**src/rtl/secuenciador_fases_pkg.sv**
```systemverilog
// Shared definitions for the fill/agitate/drain phase sequencer.
// Build option SECUENCIADOR_FALSA_FILTRO_EN: require falsa high on two consecutive edges to abort.
package secuenciador_fases_pkg;

  typedef enum logic [2:0] {
    REPOSO  = 3'd0,
    LLENADO = 3'd1,
    LAVADO  = 3'd2,
    VACIADO = 3'd3,
    FIN     = 3'd4
  } estado_t;

  localparam int T_LLENADO_DEF = 4;
  localparam int T_LAVADO_DEF  = 8;
  localparam int T_VACIADO_DEF = 3;
  localparam int CW_DEF        = 4;

endpackage

```
**src/rtl/secuenciador_fases_temporizador_fase.sv**
```systemverilog
// Loadable phase down-counter; fin flags a zero count so a phase loaded with T-1 lasts T cycles.
module temporizador_fase #(
  parameter int CW = 4
) (
  input  logic          clk,
  input  logic          reset,
  input  logic          carga,
  input  logic [CW-1:0] valor,
  output logic          fin
);

  logic [CW-1:0] cuenta;

  // Holds at zero once expired so idle states never wrap the count.
  always_ff @(posedge clk) begin
    if (reset)
      cuenta <= '0;
    else if (carga)
      cuenta <= valor;
    else if (cuenta != '0)
      cuenta <= cuenta - 1'b1;
  end

  assign fin = (cuenta == '0);

endmodule

```
**src/rtl/secuenciador_fases.sv**
```systemverilog
// Timed fill/agitate/drain sequencer: FSM, inicio edge detector, sticky abort flag E.
// Build option SECUENCIADOR_FALSA_FILTRO_EN adds a two-edge confirmation filter on falsa.
module secuenciador_fases
  import secuenciador_fases_pkg::*;
#(
  parameter int T_LLENADO = T_LLENADO_DEF,
  parameter int T_LAVADO  = T_LAVADO_DEF,
  parameter int T_VACIADO = T_VACIADO_DEF,
  parameter int CW        = CW_DEF
) (
  input  logic       clk,
  input  logic       reset,
  input  logic       inicio,
  input  logic       falsa,
  output logic       L,
  output logic       A,
  output logic       Y,
  output logic       B,
  output logic       F,
  output logic       E,
  output logic [2:0] fase
);

  localparam logic [CW-1:0] CARGA_LL = CW'(T_LLENADO - 1);
  localparam logic [CW-1:0] CARGA_LA = CW'(T_LAVADO - 1);
  localparam logic [CW-1:0] CARGA_VA = CW'(T_VACIADO - 1);

  estado_t       estado_q, estado_d;
  logic          inicio_q, e_q;
  logic          arranque, abortar, abort_cond;
  logic          carga, fin_fase;
  logic [CW-1:0] valor;

`ifdef SECUENCIADOR_FALSA_FILTRO_EN
  logic falsa_q;

  // A phase change restarts confirmation so a pulse cannot straddle two phases.
  always_ff @(posedge clk) begin
    if (reset || (estado_d != estado_q))
      falsa_q <= 1'b0;
    else
      falsa_q <= falsa;
  end

  assign abort_cond = falsa & falsa_q;
`else
  assign abort_cond = falsa;
`endif

  temporizador_fase #(.CW(CW)) u_temporizador (
    .clk   (clk),
    .reset (reset),
    .carga (carga),
    .valor (valor),
    .fin   (fin_fase)
  );

  // Abort outranks both a start request and a normal phase expiry.
  always_comb begin
    estado_d = estado_q;
    carga    = 1'b0;
    valor    = '0;
    arranque = 1'b0;
    abortar  = 1'b0;
    case (estado_q)
      REPOSO: begin
        if (inicio && !inicio_q && !abort_cond) begin
          arranque = 1'b1;
          estado_d = LLENADO;
          carga    = 1'b1;
          valor    = CARGA_LL;
        end
      end
      LLENADO: begin
        if (abort_cond) begin
          abortar  = 1'b1;
          estado_d = VACIADO;
          carga    = 1'b1;
          valor    = CARGA_VA;
        end else if (fin_fase) begin
          estado_d = LAVADO;
          carga    = 1'b1;
          valor    = CARGA_LA;
        end
      end
      LAVADO: begin
        if (abort_cond) begin
          abortar  = 1'b1;
          estado_d = VACIADO;
          carga    = 1'b1;
          valor    = CARGA_VA;
        end else if (fin_fase) begin
          estado_d = VACIADO;
          carga    = 1'b1;
          valor    = CARGA_VA;
        end
      end
      VACIADO: if (fin_fase) estado_d = FIN;
      FIN:     estado_d = REPOSO;
      default: estado_d = REPOSO;
    endcase
  end

  // inicio_q resets high so an inicio already asserted at reset release is not a start.
  always_ff @(posedge clk) begin
    if (reset) begin
      estado_q <= REPOSO;
      inicio_q <= 1'b1;
      e_q      <= 1'b0;
      L        <= 1'b0;
      A        <= 1'b0;
      Y        <= 1'b0;
      B        <= 1'b0;
      F        <= 1'b0;
    end else begin
      estado_q <= estado_d;
      inicio_q <= inicio;
      if (arranque)
        e_q <= 1'b0;
      else if (abortar)
        e_q <= 1'b1;
      L <= (estado_d == LLENADO);
      A <= (estado_d == LAVADO);
      Y <= (estado_d == VACIADO);
      B <= (estado_d != REPOSO);
      F <= (estado_d == FIN);
    end
  end

  assign fase = estado_q;
  assign E    = e_q;

endmodule
```
**config.mk**
```make
export PLATFORM = sky130hd
export DESIGN_NAME = secuenciador_fases
export DESIGN_NICKNAME = d
export VERILOG_FILES = /design/src/rtl/secuenciador_fases_pkg.sv /design/src/rtl/secuenciador_fases_temporizador_fase.sv /design/src/rtl/secuenciador_fases.sv
export SDC_FILE = /design/constraint.sdc
export NUM_CORES = 1
export LEC_CHECK = 0
export ABC_CLOCK_PERIOD_IN_PS = 2200
export BUFFER_PORTS_ARGS = -buffer_cell sky130_fd_sc_hd__buf_4
export CORE_AREA = 2 2 39 41
export CTS_CLUSTER_DIAMETER = 100
export CTS_CLUSTER_SIZE = 40
export DETAILED_ROUTE_END_ITERATION = 16
export DIE_AREA = 0 0 41 43
export GPL_TIMING_DRIVEN = 0
export HOLD_SLACK_MARGIN = 0.05
export PLACE_DENSITY = 0.73
export REMOVE_ABC_BUFFERS = 1
export SKIP_CTS_REPAIR_TIMING = 1
export SYNTH_ARGS = -nofsm -noshare
export SYNTH_HDL_FRONTEND = slang
export SYNTH_SLANG_ARGS = --single-unit
```
**constraint.sdc**
```tcl
create_clock -name clk -period 2.2 [get_ports clk]
set_input_delay 0.44 -clock clk [delete_from_list [all_inputs] [get_ports clk]]
set_output_delay 0.44 -clock clk [all_outputs]
set_load 0.01 [all_outputs]
```
==> flow_summary.json, run 1 <==
{
  "cts.htree.levels": 1,
  "required_ns": 2.40,
  "ys_seq_area_share_pct": 42.42,
  "chipWidth_um": 41,
  "synth_warnings": 0,
  "vdd_drop_max_v": 0.0009756,
  "yosys-top-cells-area": "dfxtp_1 (42%), a21oi_1 (4.5%), nor3_1 (4.5%), nor2_1 (4.0%), a211oi_4 (3.0%)",
  "cts_tree": "yes",
  "pwr-share-comb_pct": 38.8,
  "finClkSkew_ns": 0.01452,
  "worst-setup-path-type": "register to register",
  "syn2layout_area_growth_pct": 16.86,
  "pwr-share-seq_pct": 38.7,
  "period_needed_ns": 1.823,
  "grt_use_total_pct": 17.22,
  "dp_cells": 98,
  "status": "completed",
  "grt_max_degree": 13,
  "antenna_found_initial": 0,
  "drt_wl_total_um": 1262,
  "worstRegToRegCells": 6,
  "drv_slew": 0,
  "insertion_delay_ns": 0.29,
  "io_buffers": 12,
  "switching_share_pct": 36.76,
  "root_buffer": "clkbuf_4",
  "reg2reg_from": "u_temporizador.cuenta[0]$_SDFFE_PP0P_",
  "synth.avg_cell_area_um2": 8.693,
  "vias": 569,
  "hold_depth": 2,
  "cp-end-kind": "register",
  "multi_input_area_um2": 330.3,
  "syn-cell-area_um2": 660.6,
  "tightest_slew_ns": 0.4013,
  "layoutNonFillerInstCount": 102,
  "die_area_um2": 1763,
  "routabilityCongestion": 0.8137,
  "synth-seq-cells": 14,
  "hold_viol": 0,
  "overflow": 0,
  "synth_top_flop_cell": "dfxtp_1",
  "register_area_um2": 280.3,
  "viasPerCell": 5.578,
  "cap_violations": 0,
  "clkPwrFrac_pct": 22.5,
  "cp.arrival_ns": 2.03,
  "start_util_pct": 47.74,
  "power_leakage_nw": 0.3211,
  "nets": 92,
  "finish.utilization_pct": 55.79,
  "n_fill_cell": 126,
  "ys_types": 31,
  "finalSetupTns_ns": 0,
  "grt_pass1_wl_um": 2049,
  "r2r_slack_ns": 0.38,
  "r2r-end": "u_temporizador.cuenta[0]$_SDFFE_PP0P_",
  "powerDensity_nw_per_um2": 1121,
  "first_pass_iters": 4,
  "drcViolationCount": 0,
  "p_switching_uw": 318.2,
  "rsz0062_at_grt": "no",
  "fmax_mhz": 548.5,
  "clk_path_buf_depth": 2,
  "hpwl_um": 885.7,
  "synth_top_area_share_pct": 42.42,
  "ys_async_sr_fraction_pct": 0,
  "drtAntennaViolNets": 0,
  "yosysTopAreaCell": "dfxtp_1",
  "post_drt_wl_per_cell_um": 12.37,
  "placementRows": 14,
  "path_max_fanout": 7,
  "max_slew_margin_pct": 73.13,
  "hp-class": "input port to register",
  "path_clk_slew_ns": 0.10,
  "mostFrequentLayoutCell": "dfxtp_1",
  "drt-initial-drc-count": 13,
  "synth-edff-count": 0,
  "min-delay-start": "falsa",
  "setup_viol": 0,
  "cts_sinks": 14,
  "cts_buffers": 3,
  "period_share_pct": 82.88,
  "internal_power_uw": 547.4,
  "layout_common_cells": "dfxtp_1 (14), buf_4 (12), nor2_1 (7)",
  "coreArea_um2": 1384,
  "postSynthCellCount": 76,
  "fin_hold_ws_ns": 0.3397,
  "diodes": 0,
  "first_global_vias": 474,
  "final_layout_size_suffix_gt1_share_pct": 26.74,
  "total_power_uw": 865.6,
  "min_to": "A$_SDFF_PP0_",
  "die_h_um": 43,
  "pin_count": 13,
  "cp-start-kind": "register"
}
[metrics by stage]
stage,cell area [um2],setup WS (ns)
3_3_place_gp,735.7,0.4507
2_1_floorplan,625.6,0.5845
5_1_grt,772.0,0.2721
6_report,772.0,0.3767
4_1_cts,772.0,0.3826
3_5_place_dp,735.7,0.4084
[logic make-up (layout without fill, tap and decap cells)]
group                      count (synthesis)  count (layout)  synth area share [%]
AOI/OAI and AO/OA                         16              16                 18.18
adders and majority gates                  1               1                 1.894
DFF                                       14              14                 42.42
xor gates and xnor gates                   2               2                 2.652
buffers and inverters                     10              20                 7.575
and+or+nand+nor                           33              33                 27.28
[worst max path at each step]
stage	startpoint	endpoint	depth (start not counted)
finish	u_temporizador.cuenta[0]$_SDFFE_PP0P_	u_temporizador.cuenta[0]$_SDFFE_PP0P_	6
global route	u_temporizador.cuenta[0]$_SDFFE_PP0P_	u_temporizador.cuenta[0]$_SDFFE_PP0P_	6
CTS	u_temporizador.cuenta[0]$_SDFFE_PP0P_	u_temporizador.cuenta[0]$_SDFFE_PP0P_	6
detailed placement	u_temporizador.cuenta[0]$_SDFFE_PP0P_	u_temporizador.cuenta[0]$_SDFFE_PP0P_	6
global placement	u_temporizador.cuenta[0]$_SDFFE_PP0P_	u_temporizador.cuenta[0]$_SDFFE_PP0P_	6
floorplan	u_temporizador.cuenta[0]$_SDFFE_PP0P_	u_temporizador.cuenta[0]$_SDFFE_PP0P_	6
[routing by layer]
metal  GRT usage (%)  vias to the layer above  share of wire, %
met4           8.000                        0               1.8
met5               0                        -                 0
met2           22.50                       23                46
li1                -                      285                 -
met1           26.49                      259                46
met3           3.141                        2               6.3
[power groups by stage]
stage / clock (mW) / combinational (mW) / sequential [mW]
floorplan: 0 / 0.253 / 0.339
global placement: 0 / 0.325 / 0.339
detailed placement: 0 / 0.332 / 0.340
CTS: 0.199 / 0.336 / 0.334
global route: 0.206 / 0.380 / 0.341
finish: 0.195 / 0.336 / 0.335
[sequential cells by signal, summed over array words and instances, names as in the netlist]
signal and count:
inicio_q 1, L 1, u_temporizador.cuenta 4, E 1, fase 3, B 1
F 1, Y 1, A 1
[Yosys cell counts, types with 2 or more instances]
library cell and count:
dfxtp_1 14, nor2_1 7, o21ai_0 3, nor2b_1 2, buf_2 4, inv_1 4, a21oi_1 6, nand2_1 5
nor3_1 6, xnor2_1 2, nand3_1 3
[worst max-delay path: stages, from the launching register on]
cell	delay, ns
dfxtp_1	0.31
inv_1	0.08
ha_1	0.23
or3b_1	0.50
a211oi_4	0.34
nor2_2	0.09
a211oi_2	0.19
[area by class of cell]
class / instances / share of cell area, %
inverter: 4 / 1.945
timing repair buffer: 12 / 11.67
sequential: 14 / 36.30
multi-input combinational: 52 / 42.79
tap: 16 / 2.593
clock buffer: 4 / 4.700
Note: power is estimated with default switching activity, not from simulation.
==> inputs of run 2 (changes only) <==
Settings changed: ABC_AREA set to 1, ABC_CLOCK_PERIOD_IN_PS 2200 to 1730.
Clock period 2.2 ns to 1.73 ns, I/O delays scaled along.
==> flow_summary.json, run 2 <==
{
  "tightest_slew_ns": 0.2129,
  "antenna_found_initial": 0,
  "insertion_delay_ns": 0.28,
  "vias": 605,
  "period_needed_ns": 1.414,
  "grt_pass1_wl_um": 2145,
  "placementRows": 14,
  "synth.most_common_cell": "nand2_1",
  "status": "completed",
  "ys_types": 19,
  "drt_wl_total_um": 1235,
  "grt_use_total_pct": 18.36,
  "mostFrequentLayoutCell": "nand2_1",
  "finalSetupTns_ns": 0,
  "synth_warnings": 0,
  "cts.htree.levels": 1,
  "pin_count": 13,
  "power_leakage_nw": 0.4176,
  "chipWidth_um": 41,
  "setup_viol": 0,
  "routabilityCongestion": 0.7854,
  "hold_viol": 0,
  "path_clk_slew_ns": 0.09,
  "powerDensity_nw_per_um2": 1491,
  "cts_buffers": 3,
  "cp-start-kind": "register",
  "final_layout_size_suffix_gt1_share_pct": 28.30,
  "drcViolationCount": 0,
  "nets": 112,
  "layout_common_cells": "nand2_1 (20), dfxtp_1 (14), buf_4 (12)",
  "fmax_mhz": 707.3,
  "required_ns": 1.91,
  "die_area_um2": 1763,
  "yosysTopAreaCell": "dfxtp_1",
  "post_drt_wl_per_cell_um": 10.12,
  "finClkSkew_ns": 0.004435,
  "largest_reg_flops": 4,
  "first_pass_iters": 4,
  "clk_path_buf_depth": 2,
  "diodes": 0,
  "ys_seq_area_share_pct": 42.67,
  "cp.arrival_ns": 1.60,
  "drv_slew": 0,
  "die_h_um": 43,
  "synthTopCellsByCount": "nand2_1 (20), dfxtp_1 (14), inv_1 (11), nor2_1 (11), nand3_1 (6)",
  "design_area_um2": 803.3,
  "worst-setup-path-type": "register to register",
  "cts_sinks": 14,
  "fin_hold_ws_ns": 0.2679,
  "hp-class": "input port to register",
  "regMostFlops": "u_temporizador.cuenta",
  "place_area_um2": 767.0,
  "synth_top_flop_cell": "dfxtp_1",
  "grt_max_degree": 9,
  "drt-initial-drc-count": 14,
  "ys_async_sr_fraction_pct": 0,
  "start_util_pct": 47.47,
  "overflow": 0,
  "first_global_vias": 531,
  "vdd_drop_max_v": 0.0006928,
  "cts_tree": "yes",
  "period_share_pct": 81.72,
  "cp-end-kind": "register",
  "hpwl_um": 977.5,
  "synth_top_area_share_pct": 42.67,
  "synth-seq-cells": 14,
  "cap_violations": 0,
  "syn-cell-area_um2": 656.9,
  "io_buffers": 12,
  "syn2layout_area_growth_pct": 22.29,
  "coreArea_um2": 1384,
  "yosys-top-cells-area": "dfxtp_1 (43%), nand2_1 (11%), inv_1 (6.3%), nor2_1 (6.3%), nand3_1 (4.6%)",
  "path_max_fanout": 8,
  "max_slew_margin_pct": 85.75,
  "rsz0062_at_grt": "no",
  "synth.avg_cell_area_um2": 7.299,
  "postSynthCellCount": 90,
  "n_fill_cell": 135,
  "root_buffer": "clkbuf_4",
  "drtAntennaViolNets": 0,
  "viasPerCell": 4.959,
  "synth-edff-count": 0,
  "finish.utilization_pct": 58.05
}
-- run 2: changes by cell type in the layout (fill, tap and decap cells not counted), moves of 3 or more --
cell     before  now
nand3_1       3    6
a21oi_1       6    3
nor2_1        7   11
nor3_1        6    3
nand2_1       5   20
inv_1         4   11
nand2_2       0    4
-- run 2: area by class of cell --
cell class	count	area (um2)	area share (%)
clock buffers	4	36.28	4.517
inverters	12	45.04	5.607
multi-input cells	64	331.6	41.28
flip-flops and latches	14	280.3	34.89
well taps	16	20.02	2.492
repair buffers	12	90.09	11.21
-- run 2: cell families after synthesis --
logic type	after synthesis	synth area share (%)
AO/OA/AOI/OAI	9	8.381
adder cells (fa/ha/maj)	1	1.904
buffers and inverters	12	6.857
flip-flops	14	42.67
AND/OR/NAND/NOR	54	40.19
-- run 2: path summary, 6_finish.rpt --
check                                            to  depth (start not counted)                                   from  slack (ns)
worst max-delay path                   B$_SDFF_PP0_                          8  u_temporizador.cuenta[0]$_SDFFE_PP0P_        0.32
worst min-delay path            inicio_q$_SDFF_PP1_                          2                                 inicio        0.27
worst max register to register         B$_SDFF_PP0_                          8  u_temporizador.cuenta[0]$_SDFFE_PP0P_        0.32
worst min register to register       E$_SDFFE_PP0P_                          2                         E$_SDFFE_PP0P_        0.54
-- run 2: power by group --
part | internal [mW] | total (mW) | switching, mW
clock | 0.128 | 0.237 | 0.109
combinational | 0.205 | 0.521 | 0.316
sequential | 0.389 | 0.440 | 0.0510
-- run 2: metal layers --
metal | track usage (%) | vias to the layer above | routed length (um)
met5 | 0 | - | 0
met1 | 23.59 | 274 | 528
li1 | - | 320 | -
met3 | 4.712 | 5 | 35
met2 | 26.88 | 6 | 638
met4 | 10.00 | 0 | 33
-- run 2: worst max-delay path, cell delays in order (launching register included) --
cell and delay (ns):
dfxtp_1 0.34, inv_1 0.08, ha_1 0.27, nand2_4 0.14, nand2_4 0.07, a21oi_2 0.18
nand2_2 0.09, nor2_1 0.09, nor2_1 0.05
-- run 2: metrics by stage --
step | worst slack, ns | total power [mW] | instances
final | 0.3162 | 1.198 | 122
after global routing | 0.1588 | 1.301 | 122
after CTS | 0.3243 | 1.208 | 122
after detailed placement | 0.3423 | 0.9694 | 118
after global placement | 0.3666 | 0.9527 | 118
after floorplan | 0.4678 | 0.8500 | 90
